## src/rtl/avr_cpu_hw_stack.sv

```systemverilog
// Parametrised return-address stack for the AVR CPU: circular LIFO with level/full/empty and ovf/unf pulses.
// Optional macro AVR_CPU_STACK_WRAP_EN: a push while full overwrites the oldest entry instead of being dropped.
module avr_cpu_hw_stack #(
  parameter int unsigned DATA_WIDTH  = 22,
  parameter int unsigned STACK_DEPTH = 8,
  parameter int unsigned ADDR_WIDTH  = $clog2(STACK_DEPTH + 1)
) (
  input  logic                  clk,
  input  logic                  rst,
  input  logic                  push,
  input  logic                  pop,
  input  logic [DATA_WIDTH-1:0] din,
  output logic [DATA_WIDTH-1:0] dout,
  output logic [ADDR_WIDTH-1:0] level,
  output logic                  empty,
  output logic                  full,
  output logic                  ovf,
  output logic                  unf
);

  localparam int unsigned PTR_W = (STACK_DEPTH > 1) ? $clog2(STACK_DEPTH) : 1;
  localparam logic [PTR_W-1:0]      PTR_LAST = PTR_W'(STACK_DEPTH - 1);
  localparam logic [ADDR_WIDTH-1:0] LVL_FULL = ADDR_WIDTH'(STACK_DEPTH);

  logic [DATA_WIDTH-1:0] mem [STACK_DEPTH];

  logic [PTR_W-1:0]      tp_q, tp_d;
  logic [ADDR_WIDTH-1:0] level_q, level_d;
  logic                  ovf_q, ovf_d;
  logic                  unf_q, unf_d;
  logic                  we_c;
  logic [PTR_W-1:0]      wa_c;
  logic [PTR_W-1:0]      tp_inc_c, tp_dec_c;
  logic                  empty_c, full_c;

  assign empty_c = (level_q == '0);
  assign full_c  = (level_q == LVL_FULL);

  // Explicit modulo wrap so non-power-of-two depths index correctly
  assign tp_inc_c = (tp_q == PTR_LAST) ? '0 : tp_q + PTR_W'(1);
  assign tp_dec_c = (tp_q == '0) ? PTR_LAST : tp_q - PTR_W'(1);

  always_comb begin
    tp_d    = tp_q;
    level_d = level_q;
    ovf_d   = 1'b0;
    unf_d   = 1'b0;
    we_c    = 1'b0;
    wa_c    = tp_q;
    if (!rst) begin
      if (push && pop) begin
        if (empty_c) begin
          // Nothing to pop: behaves as a plain push, but the pop is flagged
          tp_d    = tp_inc_c;
          level_d = ADDR_WIDTH'(1);
          we_c    = 1'b1;
          wa_c    = tp_inc_c;
          unf_d   = 1'b1;
        end else begin
          we_c = 1'b1;
          wa_c = tp_q;
        end
      end else if (push) begin
        if (!full_c) begin
          tp_d    = tp_inc_c;
          level_d = level_q + ADDR_WIDTH'(1);
          we_c    = 1'b1;
          wa_c    = tp_inc_c;
        end else begin
`ifdef AVR_CPU_STACK_WRAP_EN
          tp_d  = tp_inc_c;
          we_c  = 1'b1;
          wa_c  = tp_inc_c;
`endif
          ovf_d = 1'b1;
        end
      end else if (pop) begin
        if (!empty_c) begin
          tp_d    = tp_dec_c;
          level_d = level_q - ADDR_WIDTH'(1);
        end else begin
          unf_d = 1'b1;
        end
      end
    end
  end

  always_ff @(posedge clk) begin
    if (rst) begin
      tp_q    <= '0;
      level_q <= '0;
      ovf_q   <= 1'b0;
      unf_q   <= 1'b0;
    end else begin
      tp_q    <= tp_d;
      level_q <= level_d;
      ovf_q   <= ovf_d;
      unf_q   <= unf_d;
    end
  end

  // Storage is deliberately not reset
  always_ff @(posedge clk) begin
    if (we_c) mem[wa_c] <= din;
  end

  assign dout  = empty_c ? '0 : mem[tp_q];
  assign level = level_q;
  assign empty = empty_c;
  assign full  = full_c;
  assign ovf   = ovf_q;
  assign unf   = unf_q;

endmodule

```

## config.mk

```make
export PLATFORM = sky130hd
export DESIGN_NAME = avr_cpu_hw_stack
export DESIGN_NICKNAME = d
export VERILOG_FILES = /design/src/rtl/avr_cpu_hw_stack.sv
export SDC_FILE = /design/constraint.sdc
export NUM_CORES = 1
export LEC_CHECK = 0
export BUFFER_PORTS_ARGS = -buffer_cell sky130_fd_sc_hd__buf_2
export CORE_UTILIZATION = 60
export CTS_CLUSTER_DIAMETER = 40
export DETAILED_ROUTE_END_ITERATION = 10
export GPL_TIMING_DRIVEN = 0
export PLACE_DENSITY = 0.79
export SLEW_MARGIN = 20
export SYNTH_ARGS = -nofsm -noshare
export SYNTH_HDL_FRONTEND = slang
export SYNTH_SLANG_ARGS = --single-unit
```

## constraint.sdc

```tcl
create_clock -name clk -period 5 [get_ports clk]
set_clock_uncertainty 0.2 [all_clocks]
set_input_delay 1 -clock clk [delete_from_list [all_inputs] [get_ports clk]]
set_output_delay 1 -clock clk [all_outputs]
set_load 0.01 [all_outputs]
```

==> metrics, run 1 <==
Worst path max stage delay 650 ps; gr ovfl total 0; vias in the first global route 4099; Setup Fix Bufs, Post-CTS 0; worst setup margin 1160 ps; die width 114 um; post-route minimum period 3840 ps; Post-CTS Hold Fix Bufs 0; RD Place Congestion 0.832; Crit path required time 3800 ps; post-synth top area share 70.1%; n_diodes 0; Post-Place Cells 622; gr usage total 25.7%; max_cap viols 0; Root Buffer Master clkbuf_16; #FFs+latches synth 188; Fmax 0.261 GHz; Finished Layout Cells 654; status finished, final reports clean; detailed-route via count 3971; final setup fails 0; DRT antenna net count 0; Commonest cells post-synth 176 x edfxtp_1, 44 x mux4_2, 35 x nor2_1, 24 x mux2i_1, 12 x dfxtp_1; core area 12100 um^2; H-tree level count 4; Post-synth EDFFs 176; Async SR Flop Fraction 0%; synthesized cell area 7540 um^2; WL final 15.2 mm; CP max stage cell clkbuf_1; crit end category output pin; 1st-iter DRT viols 356; dpl hpwl 9.65 mm; layout cells sized above 1 32.9%; synth top area cells edfxtp_1 70%, mux4_2 13%, dfxtp_1 3.2%; clk sink count 188; most frequent CP cell clkbuf_1; FF/Latch Area 5530 um^2; Peak VDD IR 0.290 mV; syn_nets 421; Synth Flop Type edfxtp_1; RSZ-0062 raised after global routing no; clock slew at the register clock pins of the worst setup and hold paths 70 ps; row count 40; Relative slew margins 37.7%; WL per Instance 23.2 um; top-count cell post-synth edfxtp_1; Cell variety after synth 43; Via density 6.07; Initial Util 62.3%; Post-Syn Instances 388; Leakage 2.97 nW; Setup crit start kind register; Critical Path Fanout Max 10; CP cell instances clkbuf_1 > clkbuf_1 > mux4_2 > mux2i_1 > nor2_1 > buf_2; DIE AREA 13000 um^2; Filler cells 750; multi-input combinational cell area 1940 um^2; CP Class reg2out; Power Dens Cells 459 nW/um^2; Tcrit/Tclk final 76.8%; Die H 114 um; CTS Buf Count 17; WHS 414 ps; nets@finish 506; Fin. Hold Viols 0; register area share after synthesis 73.2%; pre-CTS setup slack 1560 ps; I/O pin count 56; IO buf count 54; CP arrival 2640 ps; Synth-to-Final Area Change 18.0%; Hold/Removal Path Class reg2reg; actual slew at the worst max-slew pin 934 ps; TNS Setup 0 ps; clock tree buffer depth 2; # resized after CTS 0; CTS tree built; Synth Area per Inst 19.4 um^2; antenna violations before repair 0; Synthesis Warnings 0; Yosys top cell by area edfxtp_1; # DRC 0; largest net degree at the start of global routing 19; TritonRoute pass-1 iters 5; final max-slew violation count 0; first-pass GRT wire length 23.3 mm; worst skew pair latency 430 ps
==> cells in the final DEF (no fill, tap or decap), types with 3 or more instances in the layout <==
cell type,instances
clkbuf_1,8
mux2i_1,24
ha_1,6
buf_16,6
clkinv_1,5
buf_2,61
edfxtp_1,176
nand2_1,5
nand2b_1,3
buf_6,3
nor2_4,4
a21oi_1,5
nor3_2,3
a211o_1,3
nor3_1,4
mux4_2,44
clkinv_2,3
bufinv_16,4
a211oi_1,3
clkbuf_16,17
nor2_1,31
nor2b_1,3
buf_1,4
dfxtp_1,12
buf_4,5
inv_1,6
nand3_1,7
==> final timing paths <==
path	from	end	slack (ps)	cells after the start
worst max-delay path	register	dout[4]	1160	6
worst min-delay path	level[2]	level[2]	410	2
worst max register to register	level[1]	mem[6][3]	2060	7
worst min register to register	level[2]	level[2]	410	2
==> through the flow <==
step | cell area [um^2] | power [mW] | utilization, %
after floorplan | 7540 | 2.43 | -
after global placement | 8020 | 2.68 | 66.3
after detailed placement | 8300 | 2.75 | 68.5
after CTS | 8900 | 4.11 | 73.5
after global routing | 8900 | 4.23 | 73.5
final | 8900 | 4.08 | 73.5
==> layout make-up <==
type / count / share of cell area [%]
Multi-Input combinational cell: 172 / 21.8
Sequential cell: 188 / 62.1
Clock inverter: 15 / 2.00
Buffer: 21 / 1.11
Tap cell: 168 / 2.36
Inverter: 7 / 0.351
Clock buffer: 17 / 4.78
Timing Repair Buffer: 66 / 5.48
==> sequential cells by signal (all words and copies together), names as in the netlist, named ones only <==
register	flops
mem	176
ovf	1
unf	1
tp_q	3
level	4
==> critical path, delay by kind of cell (launching register included) <==
family / cells / cell delay [ps]
multiplexers: 2 / 610
buffers and inverters: 3 / 1220
AND/OR/NAND/NOR: 1 / 80
flip-flops: 1 / 300
==> logic make-up (layout without fill, tap and decap cells) <==
group | after synthesis | in the layout | synth area share [%]
DFF | 188 | 188 | 73.2
and+or+nand+nor | 70 | 70 | 4.48
muxes | 68 | 68 | 16.3
buffers and inverters | 28 | 126 | 1.72
AOI/OAI and AO/OA | 25 | 25 | 2.74
adders and majority gates | 7 | 7 | 1.26
xor gates and xnor gates | 2 | 2 | 0.232
==> where the power goes <==
part           internal [mW]  switching [mW]  leakage (nW)
Combinational          0.380           0.492         0.994
Clock                  0.826           0.542         0.290
Sequential              1.81          0.0349          1.69
Total                   3.02            1.07          2.97
==> layer usage <==
| layer | global-route usage, % | vias up | part of all wire [%] |
|---|---|---|---|
| met3 | 5.88 | 34 | 6.4 |
| met2 | 42.7 | 174 | 51 |
| met5 | 0 | - | 0 |
| met1 | 32.6 | 2011 | 39 |
| li1 | - | 1752 | - |
| met4 | 12.1 | 0 | 3.0 |
No activity file was read; power rests on OpenSTA's default activity.
==> inputs of run 2 (changes only) <==
Settings changed: ABC_AREA set to 1, CORE_UTILIZATION 60 to 54, PLACE_DENSITY 0.79 to 0.74.
Clock period 5 ns to 3.5 ns, I/O delays scaled along.
==> run 2 against run 1 <==
Against the previous run: count of clock-buffer cells in the layout unchanged; final cell count is 43% higher; die area is 14% higher; highest routed layer unchanged; via count increased by 37%; critical path type unchanged.
==> metrics, run 2 <==
Post-synth EDFFs 176; TritonRoute pass-1 iters 5; 1st-iter DRT viols 610; Worst path max stage delay 480 ps; Yosys top cell by area edfxtp_1; Post-Syn Instances 661; Via density 5.84; Fmax 0.316 GHz; Hold Crit Start rst; worst hold path depth 2; Worst R2R Start tp_q[0]; max reg flops 176; Async SR Flop Fraction 0%; WL final 17.9 mm; H-tree level count 4; Setup Fix Bufs, Post-CTS 0; post-synth top area share 68.1%; WHS 319 ps; Die H 122 um; commonest non-fill, non-tap cell in the layout nor2_1; Setup crit start kind register; DRT antenna net count 0; CP max stage cell clkbuf_1; Leakage 3.19 nW; max_cap viols 0; register area share after synthesis 71.2%; gr ovfl total 0; Hold/Removal Path Class in2reg; Root Buffer Master clkbuf_16; Synthesis Warnings 0; largest net degree at the start of global routing 23; FF/Latch Area 5530 um^2; Synth Flop Type edfxtp_1; Initial Util 55.7%; # resized after CTS 0; Cell variety after synth 30; final max-slew violation count 0; Power Dens Cells 629 nW/um^2; # DRC 0; Reg with most FFs mem; CP arrival 2260 ps; #FFs+latches synth 188; DIE AREA 14900 um^2; gr usage total 25.8%; Fin. Hold Viols 0; Post-CTS Hold Fix Bufs 0; detailed-route via count 5444; multi-input combinational cell area 2040 um^2; synthesized cell area 7760 um^2; Peak VDD IR 0.396 mV; R2R cell count 9; actual slew at the worst max-slew pin 783 ps; nets@finish 772; final setup fails 0; Synth-to-Final Area Change 15.7%; Relative slew margins 47.7%; WL per Instance 19.2 um; dpl hpwl 11.2 mm; syn_nets 694; first-pass GRT wire length 27.8 mm; pre-CTS setup slack 495 ps; Tcrit/Tclk final 90.3%; clk sink count 188; status finished, final reports clean; n_diodes 0; commonest cells after routing, fill and taps aside 192 x nor2_1, 176 x edfxtp_1, 107 x o21ai_0, 68 x buf_2, 32 x nand2_1; vias in the first global route 5374; Endpoint, Worst Hold level[1]; Critical Path Fanout Max 10; synth top area cells edfxtp_1 68%, nor2_1 9.7%, o21ai_0 6.9%; die width 122 um; kind of cell adding the most delay to the critical path buffers and inverters; clock tree buffer depth 2; antenna violations before repair 0; CTS Buf Count 17; Crit path required time 2600 ps; top-count cell post-synth nor2_1; crit path buf inv count 4; Commonest cells post-synth 200 x nor2_1, 176 x edfxtp_1, 107 x o21ai_0, 32 x nand2_1, 22 x o32ai_1; RSZ-0062 raised after global routing no; slack of the worst reg-to-reg path 730 ps; crit end category output pin; IO buf count 55; core area 13900 um^2; layout cells sized above 1 18.0%; most frequent CP cell o21ai_0; Finished Layout Cells 932; clock slew at the register clock pins of the worst setup and hold paths 70 ps; worst skew pair latency 430 ps; worst setup margin 340 ps; CTS tree built; CP cell instances buf_4 > inv_2 > clkbuf_1 > o21ai_0 > o21ai_0 > o21ai_0 > nor2_1 > buf_2; post-route minimum period 3160 ps; Filler cells 1024; I/O pin count 56; Synth Area per Inst 11.7 um^2; fin util 64.5%; RD Place Congestion 0.858; r2r endpoint mem[4][14]; Post-Place Cells 900; CP Class reg2out; row count 43
-- run 2: cell count changes after synthesis, moves of 9 or more --
cell,before,now
nor2_1,35,200
o21ai_0,1,107
mux4_2,44,0
nand2_1,5,32
mux2i_1,24,0
o32ai_1,0,22
clkbuf_1,8,18
inv_1,6,15
-- run 2: where the power goes --
group,switching [mW],internal (mW),leakage [nW]
registers,0.0396,2.55,1.69
logic,0.825,0.395,1.25
clock network,0.847,0.989,0.254
-- run 2: cell families after synthesis --
logic type      count (synthesis)  share of synthesized area [%]
xor+xnor                        3                          0.338
flops                         188                           71.2
buf+inv                        58                           3.30
fa+ha+maj                       7                           1.22
simple gates                  256                           13.0
compound gates                149                           10.9
-- run 2: worst max path at each step --
stage / cells past startpoint / endpoint / startpoint / slack, ps
final: 8 / dout[20] / register / 340
after global routing: 7 / dout[2] / register / 120
after CTS: 7 / dout[2] / register / 320
after detailed placement: 9 / mem[2][15] / push / 500
after global placement: 9 / mem[3][13] / push / -470
after floorplan: 7 / mem[0][0] / pop / 630
-- run 2: routing by layer --
metal  vias to the layer above  global-route usage, %  wire (um)
li1                       2511                      -          -
met1                      2622                   33.9       7340
met2                       272                   41.1       8700
met3                        39                   4.96       1340
met4                         0                   13.7        466
met5                         -                      0          0
-- run 2: cell type report --
class                           count  area share [%]
Buffer                             36            1.94
Clock buffer                       17            4.73
Clock inverter                     15            1.57
Inverter                           22           0.919
Multi-Input combinational cell    415            22.7
Sequential cell                   188            61.5
Tap cell                          180            2.51
Timing Repair Buffer               59            4.12
-- run 2: through the flow --
stage / instance area [um^2] / setup TNS [ps] / total power, mW
5_1_grt: 8990 / 0 / 5.88
6_report: 8990 / 0 / 5.65
3_5_place_dp: 8420 / 0 / 3.85
3_3_place_gp: 8270 / -74370 / 3.78
4_1_cts: 8990 / 0 / 5.65
2_1_floorplan: 7760 / 0 / 3.38
